==> config.mk <==
export PLATFORM = sky130hd
export DESIGN_NAME = ps2_key_filter_flat
export DESIGN_NICKNAME = d
export VERILOG_FILES = /design/src/rtl/ps2_key_filter_if.sv /design/src/rtl/ps2_key_filter.sv /design/src/flat_wrapper.sv
export SDC_FILE = /design/constraint.sdc
export NUM_CORES = 1
export LEC_CHECK = 0
export ABC_CLOCK_PERIOD_IN_PS = 3400
export CORE_MARGIN = 4
export CORE_UTILIZATION = 45
export CTS_BUF_LIST = sky130_fd_sc_hd__clkbuf_2 sky130_fd_sc_hd__clkbuf_4 sky130_fd_sc_hd__clkbuf_8
export DETAILED_ROUTE_END_ITERATION = 10
export SYNTH_ARGS = -nofsm -noshare
export SYNTH_HDL_FRONTEND = slang
export SYNTH_SLANG_ARGS = --single-unit
==> constraint.sdc <==
create_clock -name clk -period 3.4 [get_ports clk]
set_clock_uncertainty 0.2 [all_clocks]
set_input_delay 0.51 -clock clk [delete_from_list [all_inputs] [get_ports clk]]
set_output_delay 0.51 -clock clk [all_outputs]
set_load 0.02 [all_outputs]
==> src/rtl/ps2_key_filter_if.sv <==
// ps2_key_filter_if: byte-strobe input and key-report output bundle for the PS/2 key filter
interface ps2_key_filter_if;
    logic       ready;
    logic [7:0] datain;
    logic       valido;
    logic       key_break;
    logic [3:0] key_idx;
    logic       key_ext;

    modport master (
        output ready, datain,
        input  valido, key_break, key_idx, key_ext
    );

    modport slave (
        input  ready, datain,
        output valido, key_break, key_idx, key_ext
    );
endinterface

==> src/rtl/ps2_key_filter.sv <==
// ps2_key_filter: decodes PS/2 scancode bytes into make/break reports for a small key table
module ps2_key_filter #(
    parameter int NUM_KEYS        = 9,
    parameter int TIMEOUT_CYC     = 50000,
    parameter int SUPPRESS_REPEAT = 1,
    parameter int ACCEPT_EXT      = 1
) (
    input logic             clk,
    input logic             reset,
    ps2_key_filter_if.slave bus
);
    localparam logic [1:0] IDLE    = 2'd0;
    localparam logic [1:0] BRK     = 2'd1;
    localparam logic [1:0] EXT     = 2'd2;
    localparam logic [1:0] EXT_BRK = 2'd3;

    localparam int N_ACT = (NUM_KEYS < 9) ? NUM_KEYS : 9;
    localparam int HW    = 2 * NUM_KEYS;
    localparam int TW    = $clog2(TIMEOUT_CYC + 1);

    localparam logic [7:0] PFX_BRK = 8'hF0;
    localparam logic [7:0] PFX_EXT = 8'hE0;

    function automatic logic [7:0] key_code(input int i);
        case (i)
            0:       key_code = 8'h16;
            1:       key_code = 8'h1E;
            2:       key_code = 8'h26;
            3:       key_code = 8'h4D;
            4:       key_code = 8'h21;
            5:       key_code = 8'h32;
            6:       key_code = 8'h31;
            7:       key_code = 8'h5A;
            default: key_code = 8'h15;
        endcase
    endfunction

    logic [1:0]    r_state;
    logic [TW-1:0] r_tmr;
    logic [HW-1:0] r_held;
    logic          r_valid;
    logic          r_brk;
    logic [3:0]    r_idx;
    logic          r_ext;

    logic          w_hit;
    logic [3:0]    w_idx;
    logic          w_is_ext;
    logic          w_is_brk;
    logic [4:0]    w_bit;
    logic [HW-1:0] w_mask;
    logic          w_held;
    logic          w_rep_ok;
    logic          w_tmo;
    logic          w_make;
    logic          w_break;
    logic [1:0]    w_next;

    // Match the incoming byte against the active part of the key table
    always_comb begin
        w_hit = 1'b0;
        w_idx = 4'd0;
        for (int i = 0; i < N_ACT; i++) begin
            if (bus.datain == key_code(i)) begin
                w_hit = 1'b1;
                w_idx = 4'(i);
            end
        end
    end

    // Report qualification and next-state selection; a byte always wins over the timeout
    always_comb begin
        w_is_ext = (r_state == EXT) || (r_state == EXT_BRK);
        w_is_brk = (r_state == BRK) || (r_state == EXT_BRK);
        w_bit    = w_is_ext ? {1'b0, w_idx} + 5'(NUM_KEYS) : {1'b0, w_idx};
        w_mask   = HW'(1) << w_bit;
        w_held   = |(r_held & w_mask);
        w_rep_ok = bus.ready && w_hit && ((ACCEPT_EXT != 0) || !w_is_ext);
        w_make   = w_rep_ok && !w_is_brk && !((SUPPRESS_REPEAT != 0) && w_held);
        w_break  = w_rep_ok && w_is_brk;
        w_tmo    = !bus.ready && (r_state != IDLE) && (r_tmr == TW'(TIMEOUT_CYC - 1));
        w_next   = bus.ready ? ((bus.datain == PFX_BRK) ? (w_is_ext ? EXT_BRK : BRK) :
                                (bus.datain == PFX_EXT) ? EXT : IDLE) :
                   w_tmo ? IDLE : r_state;
    end

    // Sequence state, inter-byte timer, held-key vector and registered reports
    always_ff @(posedge clk or posedge reset) begin
        if (reset) begin
            r_state <= IDLE;
            r_tmr   <= '0;
            r_held  <= '0;
            r_valid <= 1'b0;
            r_brk   <= 1'b0;
            r_idx   <= 4'd0;
            r_ext   <= 1'b0;
        end else begin
            r_state <= w_next;
            r_tmr   <= (bus.ready || (r_state == IDLE) || w_tmo) ? '0 : r_tmr + TW'(1);
            r_valid <= w_make;
            r_brk   <= w_break;
            if (w_make || w_break) begin
                r_idx <= w_idx;
                r_ext <= w_is_ext;
            end
            if (w_make)
                r_held <= r_held | w_mask;
            else if (w_break)
                r_held <= r_held & ~w_mask;
        end
    end

    assign bus.valido    = r_valid;
    assign bus.key_break = r_brk;
    assign bus.key_idx   = r_idx;
    assign bus.key_ext   = r_ext;
endmodule

==> src/flat_wrapper.sv <==
// flat-port wrapper written by rule: the top's interface ports become plain ports
module ps2_key_filter_flat 
#(
    parameter int NUM_KEYS        = 9,
    parameter int TIMEOUT_CYC     = 50000,
    parameter int SUPPRESS_REPEAT = 1,
    parameter int ACCEPT_EXT      = 1
)
  (clk, reset, bus_ready, bus_datain, bus_valido, bus_key_break, bus_key_idx, bus_key_ext);
  ps2_key_filter_if bus_i ();
  input logic clk;
  input logic reset;
  input wire logic [$bits(bus_i.ready)-1:0] bus_ready;
  input wire logic [$bits(bus_i.datain)-1:0] bus_datain;
  output wire logic [$bits(bus_i.valido)-1:0] bus_valido;
  output wire logic [$bits(bus_i.key_break)-1:0] bus_key_break;
  output wire logic [$bits(bus_i.key_idx)-1:0] bus_key_idx;
  output wire logic [$bits(bus_i.key_ext)-1:0] bus_key_ext;
  assign bus_i.ready = bus_ready;
  assign bus_i.datain = bus_datain;
  assign bus_valido = bus_i.valido;
  assign bus_key_break = bus_i.key_break;
  assign bus_key_idx = bus_i.key_idx;
  assign bus_key_ext = bus_i.key_ext;
  ps2_key_filter #(.NUM_KEYS(NUM_KEYS), .TIMEOUT_CYC(TIMEOUT_CYC), .SUPPRESS_REPEAT(SUPPRESS_REPEAT), .ACCEPT_EXT(ACCEPT_EXT)) u_core (.clk(clk), .reset(reset), .bus(bus_i));
endmodule
==> flow_metrics.tcl <==
set metrics [dict create \
    final_nets 398 \
    yosys.area_share.simple_pct 22.34 \
    syn_inst 285 \
    synth_top_area_share_pct 39.54 \
    ir_drop_mv 0.3655 \
    drive_gt1_share_pct 35.49 \
    finalPower_mw 1.121 \
    cts.htree.levels 2 \
    cts_buffer_depth 2 \
    wl_met1_mm 3.290 \
    finalCriticalPeriod_ns 3.297 \
    antenna_left 0 \
    status "finished, final reports clean" \
    period_share_pct 96.97 \
    grt_pass1_wl_mm 13.25 \
    synthTopCellsByArea "dfrtp_1 40%, nand2_1 4.4%, o21ai_0 4.0%" \
    grt_usage_pct 22.26 \
    muxShareOfSynthArea_pct 4.276 \
    numCtsBuffers 5 \
    relSlewSlack_pct 30.46 \
    wl_met2_mm 3.653 \
    drc 0 \
    r2r-end "u_core.bus.key_idx[3]" \
    start_util_pct 46.24 \
    cellPowerDensity_nw_per_um2 296.2 \
    viasPerCell 5.631 \
    r2r_cells 10 \
    die-width_um 85.77 \
    synth_nets 298 \
    setup_violations 0 \
    clock-sinks 43 \
    die_area_um2 7356 \
    coreArea_um2 5886 \
    drt_iter0_markers 128 \
    route.met3.wl_um 276 \
    final_cell_mix "82 x buf_4, 43 x dfrtp_1, 31 x nand2_1" \
    ys_types 73 \
    antenna_found_initial 0 \
    ys_seq_area_share_pct 39.54 \
    num_io_pins 18 \
    clk_pin_slew_worst_paths_ns 0.09 \
    criticalPathCategory "in2reg" \
    crit_path_max_incr_delay_ns 0.29 \
    top_layer "met4" \
    synth_top_family_by_area "compound AO/OA/AOI/OAI gates" \
    slew_violations 0 \
    cts-root-buf "clkbuf_8" \
    drt_first_pass_iters 4 \
    wl_per_cell_um 15.91 \
    ys_ff_latch 43 \
    rows 28 \
    portBuffers 17 \
    leakage_nw 1.698 \
    stdcell_count 461 \
    cap_violations 0 \
    max_freq_mhz 303.3 \
    num_vias 2596 \
    ys.flop_type "dfrtp_1" \
    synth_xor_area_share_pct 5.471 \
    synth.avg_cell_area_um2 9.549 \
    crit_family "compound AO/OA/AOI/OAI gates" \
    timing.critical_path.buf_inv 3 \
    yosys_warnings 0 \
    fp.dieH_um 85.77 \
    gp_congestion 0.8158 \
    synthArstFlopShare_pct 100.0 \
    final_common_cell "buf_4" \
    worst-path-max-fanout 7 \
    synth_largest_area_cell "dfrtp_1" \
    grt_pass1_vias 2730 \
    critPathLaunchType "input port" \
    grt_max_degree 29 \
    synth_edf_count 0 \
    insertedDiodeCount 0 \
    crit_required_ns 3.39 \
    rrSetupSlack_ns 0.60 \
    critPathCaptureType "register" \
    r2r-start "u_core.r_state[1]" \
    synthAdderAreaFrac_pct 0.9195 \
    syn-cell-area_um2 2721 \
    synth-compound-area-share_pct 23.95 \
    hold_depth 1 \
    crit_slowest_cell "o211ai_4" \
    hold_path_class "reg2reg" \
    dp.cells 444 \
    min_from "u_core.r_tmr[0]" \
    cts_tree "done" \
    tightestPinTransition_ns 1.036 \
    critPathArrivalTime_ns 3.29 \
    overflow 0 \
    rsz0062_at_grt "no" \
    wl_mm 7.336 \
    path_cells "buf_2, and4bb_4, o21a_4, nor2_8, inv_4, ha_4, and2_4, a21o_1, o211ai_4, a211oi_2, a32oi_1, o311a_4, a31oi_4, buf_12, mux2_4" \
    dpl.hpwl_mm 5.545 \
    whs_endpoint "u_core.r_tmr[0]" \
    area_growth_pct 39.13 \
    insertion_delay_ns 0.30 \
    hold_violations 0 \
]
layout make-up:
class / instances / area, um^2
sequential: 43 / 1076
clock inverter: 3 / 71.32
timing repair buffer: 100 / 778.2
clock buffer: 5 / 68.82
fill: 501 / 2100
tap: 75 / 93.84
multi-input combinational: 222 / 1647
inverter: 13 / 51.30
cells by family (layout without fill, tap and decap cells):
family | Yosys count | in the layout
xor+xnor | 17 | 17
compound gates | 84 | 84
flops | 43 | 43
simple gates | 109 | 110
fa+ha+maj | 2 | 2
mux | 9 | 9
buf+inv | 21 | 121
power by group:
part           internal, mW  switching, mW
combinational        0.0508         0.0535
clock                 0.298          0.198
sequential            0.517        0.00396
total                 0.866          0.255
synth_stat cells (2+ instances only):
cell type  number
a21o_1          3
and4bb_2        2
clkbuf_1        4
buf_2           2
nor2_1         28
mux2_4          5
and4_1          2
o21ai_1        10
o21ai_2         2
o2111ai_1       3
dfrtp_1        43
nor3b_2         2
nand4_1         4
nand3_1        12
o211a_1         2
o21ai_0        22
ha_1            2
mux2i_1         3
nor3_1          3
nand2_1        32
and3_1          4
nor4_1          2
xor2_1          9
inv_1          11
a21oi_1         4
and3b_1         2
o41ai_1         2
xnor2_1         8
nand4b_1        2
a211oi_1        3
o31ai_1         9
o22ai_1         2
timing repair:
| item | 4_1_cts | 5_1_grt |
|---|---|---|
| buffers inserted | 5 | 3 |
| gates cloned | 1 | 0 |
| endpoints found under the setup margin | 24 | 23 |
| pin swaps | 11 | 11 |
| hold buffers | 0 | 0 |
| resized for setup | 21 | 12 |
through the flow:
| stage | hold WS, ns | setup WS, ns | cell area (um^2) | setup TNS (ns) | utilization (%) |
|---|---|---|---|---|---|
| after floorplan | 0.2251 | -0.04041 | 2773 | -0.2019 | - |
| after global placement | 0.2440 | -0.7549 | 3548 | -14.01 | 60.29 |
| after detailed placement | 0.2522 | -0.7293 | 3548 | -14.49 | 60.29 |
| after CTS | 0.2769 | 0.002883 | 3776 | 0 | 64.16 |
| after global routing | 0.2824 | 0.003588 | 3786 | 0 | 64.33 |
| final | 0.2822 | 0.1030 | 3786 | 0 | 64.33 |
routing by layer:
layer	vias up	global-route usage, %
met5	-	0
met4	0	6.043
met3	12	2.978
met2	61	37.71
met1	1261	29.89
li1	1262	-
worst max path at each step:
stage / start / endpoint / depth (start not counted)
finish: bus_datain[2] / u_core.bus.key_idx[3] / 15
floorplan: bus_datain[5] / u_core.bus.key_ext / 14
detailed placement: bus_datain[2] / u_core.bus.key_ext / 13
global route: bus_datain[2] / u_core.bus.key_ext / 14
global placement: bus_datain[2] / u_core.bus.key_idx[2] / 13
CTS: bus_datain[3] / u_core.bus.key_ext / 14
Note: power is estimated with default switching activity, not from simulation.
